===== src/rtl/fight_pkg.sv =====
// Shared definitions for the fight referee: action codes, winner codes,
// referee states and the illegal-code-to-wait substitution.
package fight_pkg;

    localparam logic [2:0] ACT_KICK  = 3'b000;
    localparam logic [2:0] ACT_PUNCH = 3'b001;
    localparam logic [2:0] ACT_WAIT  = 3'b010;
    localparam logic [2:0] ACT_JUMP  = 3'b011;
    localparam logic [2:0] ACT_LEFT  = 3'b100;
    localparam logic [2:0] ACT_RIGHT = 3'b101;

    localparam logic [1:0] WIN_NONE = 2'b00;
    localparam logic [1:0] WIN_P1   = 2'b01;
    localparam logic [1:0] WIN_P2   = 2'b10;
    localparam logic [1:0] WIN_DRAW = 2'b11;

    typedef enum logic [2:0] {
        ST_IDLE,
        ST_ROUND_INIT,
        ST_COLLECT,
        ST_COMMIT,
        ST_SETTLE,
        ST_CHECK,
        ST_ROUND_END,
        ST_MATCH_END
    } state_t;

    // Codes 110 and 111 have no meaning in the game and are played as wait.
    function automatic logic [2:0] sanitize_action(input logic [2:0] code);
        return (code >= 3'b110) ? ACT_WAIT : code;
    endfunction

endpackage


===== src/rtl/fight_referee_action_latch.sv =====
// Per-player action handshake: accepts one action per turn while collect is
// high and presents the action to commit (held, just accepted, or wait).
module action_latch
    import fight_pkg::*;
(
    input  logic       clk,
    input  logic       rst,
    input  logic       collect,
    input  logic       act_valid,
    input  logic [2:0] act,
    output logic       act_ready,
    output logic       done,
    output logic [2:0] action
);

    logic       latched_q, latched_d;
    logic [2:0] hold_q, hold_d;
    logic       accept;

    always_comb begin
        act_ready = collect & ~latched_q;
        accept    = act_valid & act_ready;
        latched_d = latched_q;
        hold_d    = hold_q;
        if (!collect) begin
            latched_d = 1'b0;
            hold_d    = ACT_WAIT;
        end else if (accept) begin
            latched_d = 1'b1;
            hold_d    = sanitize_action(act);
        end
        // An offer in the final collect cycle must still reach the commit.
        done = latched_q | accept;
        if (latched_q) begin
            action = hold_q;
        end else if (accept) begin
            action = sanitize_action(act);
        end else begin
            action = ACT_WAIT;
        end
    end

    always_ff @(posedge clk or posedge rst) begin
        if (rst) begin
            latched_q <= 1'b0;
            hold_q    <= ACT_WAIT;
        end else begin
            latched_q <= latched_d;
            hold_q    <= hold_d;
        end
    end

endmodule


===== src/rtl/fight_referee.sv =====
// Match sequencer for the two-player fighting game. Define TURN_LIMIT_EN to
// force a round decision by health after MAX_TURNS turns.
module fight_referee
    import fight_pkg::*;
#(
    parameter int unsigned TURN_TIMEOUT  = 15,
    parameter int unsigned ROUNDS_TO_WIN = 2,
    parameter int unsigned MAX_TURNS     = 31
) (
    input  logic       clk,
    input  logic       rst,
    input  logic       start,
    input  logic       act1_valid,
    input  logic [2:0] act1,
    output logic       act1_ready,
    input  logic       act2_valid,
    input  logic [2:0] act2,
    output logic       act2_ready,
    output logic [2:0] turn_action1,
    output logic [2:0] turn_action2,
    output logic       turn_commit,
    output logic       round_reset,
    input  logic [1:0] health1,
    input  logic [1:0] health2,
    output logic [1:0] wins1,
    output logic [1:0] wins2,
    output logic       round_over,
    output logic       match_over,
    output logic [1:0] winner,
    output logic       busy
);

    state_t     state_q, state_d;
    logic [7:0] timer_q, timer_d;
    logic [1:0] wins1_q, wins1_d, wins2_q, wins2_d;
    logic [2:0] rounds_q, rounds_d;
    logic [1:0] result_q, result_d;
    logic [2:0] act1_q, act1_d, act2_q, act2_d;
`ifdef TURN_LIMIT_EN
    logic [7:0] turn_q, turn_d;
`endif

    logic       collect;
    logic       done1, done2;
    logic [2:0] action1, action2;

    assign collect = (state_q == ST_COLLECT);

    action_latch u_latch1 (
        .clk(clk), .rst(rst), .collect(collect), .act_valid(act1_valid), .act(act1),
        .act_ready(act1_ready), .done(done1), .action(action1)
    );

    action_latch u_latch2 (
        .clk(clk), .rst(rst), .collect(collect), .act_valid(act2_valid), .act(act2),
        .act_ready(act2_ready), .done(done2), .action(action2)
    );

    always_comb begin
        state_d  = state_q;
        timer_d  = '0;
        wins1_d  = wins1_q;
        wins2_d  = wins2_q;
        rounds_d = rounds_q;
        result_d = result_q;
        act1_d   = act1_q;
        act2_d   = act2_q;
`ifdef TURN_LIMIT_EN
        turn_d   = turn_q;
`endif
        case (state_q)
            ST_IDLE, ST_MATCH_END: begin
                if (start) begin
                    wins1_d  = '0;
                    wins2_d  = '0;
                    rounds_d = '0;
                    state_d  = ST_ROUND_INIT;
                end
            end
            ST_ROUND_INIT: begin
`ifdef TURN_LIMIT_EN
                turn_d  = '0;
`endif
                state_d = ST_COLLECT;
            end
            ST_COLLECT: begin
                timer_d = timer_q + 8'd1;
                if ((done1 && done2) || (timer_q == 8'(TURN_TIMEOUT - 1))) begin
                    act1_d  = action1;
                    act2_d  = action2;
                    state_d = ST_COMMIT;
                end
            end
            ST_COMMIT: state_d = ST_SETTLE;
            ST_SETTLE: state_d = ST_CHECK;
            ST_CHECK: begin
                if (health1 == 2'd0 && health2 == 2'd0) begin
                    result_d = WIN_DRAW;
                    state_d  = ST_ROUND_END;
                end else if (health1 == 2'd0) begin
                    result_d = WIN_P2;
                    state_d  = ST_ROUND_END;
                end else if (health2 == 2'd0) begin
                    result_d = WIN_P1;
                    state_d  = ST_ROUND_END;
                end else begin
`ifdef TURN_LIMIT_EN
                    if (turn_q == 8'(MAX_TURNS - 1)) begin
                        if (health1 > health2)      result_d = WIN_P1;
                        else if (health2 > health1) result_d = WIN_P2;
                        else                        result_d = WIN_DRAW;
                        state_d = ST_ROUND_END;
                    end else begin
                        turn_d  = turn_q + 8'd1;
                        state_d = ST_COLLECT;
                    end
`else
                    state_d = ST_COLLECT;
`endif
                end
            end
            ST_ROUND_END: begin
                if (result_q == WIN_P1) wins1_d = wins1_q + 2'd1;
                if (result_q == WIN_P2) wins2_d = wins2_q + 2'd1;
                rounds_d = rounds_q + 3'd1;
                if (wins1_d == 2'(ROUNDS_TO_WIN) || wins2_d == 2'(ROUNDS_TO_WIN) ||
                    rounds_d == 3'(2 * ROUNDS_TO_WIN - 1)) begin
                    state_d = ST_MATCH_END;
                end else begin
                    state_d = ST_ROUND_INIT;
                end
            end
            default: state_d = ST_IDLE;
        endcase
    end

    always_ff @(posedge clk or posedge rst) begin
        if (rst) begin
            state_q  <= ST_IDLE;
            timer_q  <= '0;
            wins1_q  <= '0;
            wins2_q  <= '0;
            rounds_q <= '0;
            result_q <= WIN_NONE;
            act1_q   <= ACT_WAIT;
            act2_q   <= ACT_WAIT;
`ifdef TURN_LIMIT_EN
            turn_q   <= '0;
`endif
        end else begin
            state_q  <= state_d;
            timer_q  <= timer_d;
            wins1_q  <= wins1_d;
            wins2_q  <= wins2_d;
            rounds_q <= rounds_d;
            result_q <= result_d;
            act1_q   <= act1_d;
            act2_q   <= act2_d;
`ifdef TURN_LIMIT_EN
            turn_q   <= turn_d;
`endif
        end
    end

    always_comb begin
        turn_action1 = act1_q;
        turn_action2 = act2_q;
        turn_commit  = (state_q == ST_COMMIT);
        round_reset  = (state_q == ST_ROUND_INIT);
        round_over   = (state_q == ST_ROUND_END);
        match_over   = (state_q == ST_MATCH_END);
        busy         = (state_q != ST_IDLE) && (state_q != ST_MATCH_END);
        wins1        = wins1_q;
        wins2        = wins2_q;
        winner       = WIN_NONE;
        if (state_q == ST_MATCH_END) begin
            if (wins1_q > wins2_q)      winner = WIN_P1;
            else if (wins2_q > wins1_q) winner = WIN_P2;
            else                        winner = WIN_DRAW;
        end
    end

endmodule


===== config.mk =====
export PLATFORM = sky130hd
export DESIGN_NAME = fight_referee
export DESIGN_NICKNAME = d
export VERILOG_FILES = /design/src/rtl/fight_pkg.sv /design/src/rtl/fight_referee_action_latch.sv /design/src/rtl/fight_referee.sv
export SDC_FILE = /design/constraint.sdc
export NUM_CORES = 1
export LEC_CHECK = 0
export ABC_AREA = 1
export CAP_MARGIN = 10
export CORE_UTILIZATION = 59
export CTS_BUF_LIST = sky130_fd_sc_hd__clkbuf_2 sky130_fd_sc_hd__clkbuf_4 sky130_fd_sc_hd__clkbuf_8
export CTS_CLUSTER_SIZE = 8
export DETAILED_ROUTE_END_ITERATION = 10
export DONT_BUFFER_PORTS = 1
export PLACE_DENSITY = 0.78
export SYNTH_ARGS = -nofsm -noshare
export SYNTH_HDL_FRONTEND = slang
export SYNTH_SLANG_ARGS = --single-unit

===== constraint.sdc =====
create_clock -name clk -period 1.25 [get_ports clk]
set_input_delay 0.1875 -clock clk [delete_from_list [all_inputs] [get_ports clk]]
set_output_delay 0.1875 -clock clk [all_outputs]
set_load 0.01 [all_outputs]

==> qor.csv, run 1 <==
metric,value,unit
status,stopped before the end,
stop_stage,5_1_grt,
error_line,"[ERROR DPL-0038] Utilization greater than 100%, impossible to legalize",
synth_top_area_share,41.8,%
dp_hpwl,2810,um
grt_max_degree,35,
ys_seq_area_share,47.7,%
synth_edf_count,0,
yosys_warnings,0,
port_buffers,0,
cts_buffers,5,
synthArstFlopShare,100,%
place_congestion,0.804,
numClockSinks,34,
syn-num-nets,240,
crit_endpoint,busy,
synth.area.top_cells,"dfrtp_1, nand2_1, inv_1",
initial_core_util,63.4,%
cts_max_path_buffers,2,
ys_top_cells_by_count,"nand2_1, inv_1, dfrtp_1, nor2_1, o21ai_0",
synth_ff_type,dfrtp_1,
die_w,57.1,um
dp_slack,-0.173,ns
synth_seq_cells,34,
worst-ep-kind,output port,
num_rows,19,
ys_types,27,
avgSynthCellArea,8.19,sq um
die_h,57.1,um
syn_area,1790,sq um
h-tree-depth,2,
pin_count,34,
synth.most_common_cell,nand2_1,
root_buffer,clkbuf_4,
synth_cells,219,
yosysTopAreaCell,dfrtp_1,
==> cells by family after synthesis <==
kind of cell / share of synthesized area (%)
simple gates: 22.6
compound gates: 16.4
buf+inv: 8.65
flops: 47.7
fa+ha+maj: 4.18
xor+xnor: 0.488
==> stage by stage <==
step | cells | cell area (sq um)
floorplan | 219 | 1820
global placement | 278 | 2070
detailed placement | 278 | 2070
CTS | 309 | 2540
==> timing repair <==
action	in CTS
setup endpoints to repair	34
buffers inserted	14
resized for setup	71
hold buffers	8
gates cloned	1
pin swaps	28
endpoints found under the hold margin	37
==> inputs of run 2 (changes only) <==
--- a/config.mk
+++ b/config.mk
@@ -7,12 +7,10 @@
 export LEC_CHECK = 0
 export ABC_AREA = 1
 export CAP_MARGIN = 10
-export CORE_UTILIZATION = 59
-export CTS_BUF_LIST = sky130_fd_sc_hd__clkbuf_2 sky130_fd_sc_hd__clkbuf_4 sky130_fd_sc_hd__clkbuf_8
-export CTS_CLUSTER_SIZE = 8
+export CORE_UTILIZATION = 40
 export DETAILED_ROUTE_END_ITERATION = 10
 export DONT_BUFFER_PORTS = 1
-export PLACE_DENSITY = 0.78
+export PLACE_DENSITY_LB_ADDON = 0.15
 export SYNTH_ARGS = -nofsm -noshare
 export SYNTH_HDL_FRONTEND = slang
 export SYNTH_SLANG_ARGS = --single-unit
==> constraint.sdc (replaced) <==
create_clock -name clk -period 1.62 [get_ports clk]
set_input_delay 0.243 -clock clk [delete_from_list [all_inputs] [get_ports clk]]
set_output_delay 0.243 -clock clk [all_outputs]
set_load 0.01 [all_outputs]
==> run 2 against run 1 <==
The run now ends clean. Synthesized cell count stayed put. Area after synthesis stayed put.
==> qor.csv, run 2 <==
metric,value,unit,change
worstSkewPairLatency,0.29,ns,
cts_tree,built,,
synth_compound_area_share,16.4,%,unchanged
fin_tns_setup,0,ns,
dp_hpwl,2610,um,-7.2%
die_w,69.0,um,+21%
synth_top_family_by_area,simple AND/OR/NAND/NOR gates,,
place_congestion,0.743,,-7.6%
total_power,3.23,mW,
grt_max_degree,35,,
start_kind,register,,
numClockSinks,34,,unchanged
worst_slew_pin_slew,0.438,ns,
grt_pass1_wl,5840,um,
cts_buffers,5,,unchanged
slew-limit-headroom,70.8,%,
largest_reg_flops,8,,
synth_ff_type,dfrtp_1,,
hold_class,in2reg,,
via_per_inst,5.02,,
synth_top_area_share,41.8,%,unchanged
track_usage,17.2,%,
dr_total_vias,1467,,
syn-num-nets,240,,unchanged
root_buffer,clkbuf_8,,
status,completed,,
wirelength,3540,um,
r2r_start,state_q[2],,
ys_top_cells_by_count,"nand2_1, inv_1, dfrtp_1, nor2_1, o21ai_0",,
top_register,timer_q,,
wl_per_cell,12.1,um,
critPathKind,reg2out,,
cts_max_path_buffers,2,,unchanged
fin_crit,1.61,ns,
placed_area,1920,sq um,-7.3%
die_h,69.0,um,+21%
synthSimpleGateAreaFrac,22.6,%,unchanged
ys_seq_area_share,47.7,%,unchanged
final_common_cell,nand2_1,,
synth-xor-area-share,0.488,%,unchanged
reg2reg_depth,8,,
synthAdderAreaFrac,4.18,%,unchanged
crit_arrival,1.37,ns,
hold_end,u_latch1.hold_q[1],,
synth_seq_cells,34,,unchanged
r2r_slack,0.15,ns,
hold_slack,0.123,ns,
drive_gt1_share,21.9,%,
area_growth,19.7,%,
cp_max_fo,3,,
min_path_cells,2,,
firstDrtPassIters,4,,
ir_worst_vdd,0.559,mV,
final_cell_mix,"nand2_1, inv_1, dfrtp_1",,
yosys_warnings,0,,unchanged
drcViolationCount,0,,
pin_count,34,,unchanged
yosysTopAreaCell,dfrtp_1,,
cellLeakagePower,1.02,nW,
layout.nets,262,,
worstHoldStart,act1[1],,
cts.clk_slew.worst_paths,0.07,ns,
final_cells,292,,
fillers,418,,
placed_cells,277,,-0.36%
antenna_found_initial,0,,
h-tree-depth,2,,unchanged
final_max_slew_viol_count,0,,
grt_pass1_vias,1337,,
worstReg2RegEnd,state_q[0],,
power.density,1510,nW/um^2,
coreArea,4140,sq um,
diodes,0,,
syn_area,1790,sq um,unchanged
num_rows,23,,+4
drtIter0Drc,58,,
synth.most_common_cell,nand2_1,,
port_buffers,0,,unchanged
synth_edf_count,0,,unchanged
fin_crit_sh,99.7,%,
worstSetupEndpointType,output pin,,
grt_overflow,0,,
initial_core_util,43.3,%,-20 points
cap_violations,0,,
ys_types,27,,unchanged
design_area,2150,sq um,
avgSynthCellArea,8.19,sq um,unchanged
rsz0062_at_grt,yes,,
die_area,4760,sq um,
fmax,619,MHz,
clock_skew,0.00748,ns,
synth.area.top_cells,"dfrtp_1, nand2_1, inv_1",,
ant_nets,0,,
hold_violations,0,,
setup_violations,0,,
synthArstFlopShare,100,%,unchanged
required,1.38,ns,
synthMuxAreaShare,0,%,unchanged
synth_cells,219,,unchanged
==> run 2: logic make-up (layout without fill, tap and decap cells) <==
| family | Yosys count | in the layout |
|---|---|---|
| adder cells (fa/ha/maj) | 6 | 6 |
| AND/OR/NAND/NOR | 89 | 89 |
| flip-flops | 34 | 34 |
| AO/OA/AOI/OAI | 50 | 50 |
| XOR/XNOR | 1 | 1 |
| buffers and inverters | 39 | 62 |
==> run 2: power breakdown <==
group | internal, mW | switching (mW)
Combinational | 0.509 | 0.732
Sequential | 1.05 | 0.198
Clock | 0.429 | 0.311
==> run 2: through the flow <==
stage	setup slack (ns)	utilization (%)
floorplan	0.225	-
global placement	0.113	46.2
detailed placement	0.103	46.2
CTS	-0.0488	50.4
global route	-0.0382	51.8
finish	0.00545	51.8
==> run 2: cell type report <==
cell class	instances	area [sq um]	share of cell area, %
clock buffer	8	110	5.13
tap	50	62.6	2.91
inverter	37	141	6.59
timing repair buffer	17	134	6.24
sequential	34	861	40.1
multi-input combinational	146	838	39.0
==> run 2: how the worst max path moves through the flow <==
stage                     from  slack (ns)         endpoint
finish                wins1[1]       0.005        winner[0]
global route          wins1[1]       -0.04        winner[0]
CTS                   wins1[1]       -0.05        winner[0]
detailed placement  state_q[0]        0.10  turn_action2[2]
global placement      wins1[1]        0.11        winner[0]
floorplan             wins1[1]        0.23        winner[0]
==> run 2: what timing repair did <==
item                                    4_1_cts  5_1_grt
endpoints found under the setup margin        6       11
pin swaps                                     3        2
hold buffers                                  1        0
gates resized for setup                      11       10
endpoints found under the hold margin        30        0
buffers inserted                              3        3
==> run 2: worst max-delay path: stages (launching register included) <==
cell,delay [ns]
dfrtp_2,0.46
inv_4,0.09
ha_4,0.20
a21oi_2,0.15
a21oi_1,0.06
nor2_2,0.13
==> run 2: metal layers <==
| layer | GRT usage, % | wire [um] | vias up |
|---|---|---|---|
| met2 | 26.1 | 1620 | 33 |
| met1 | 22.4 | 1680 | 663 |
| met3 | 4.44 | 174 | 7 |
| met4 | 8.42 | 70 | 0 |
| met5 | 0 | 0 | - |
| li1 | - | - | 764 |
(Power assumes the default switching activity.)
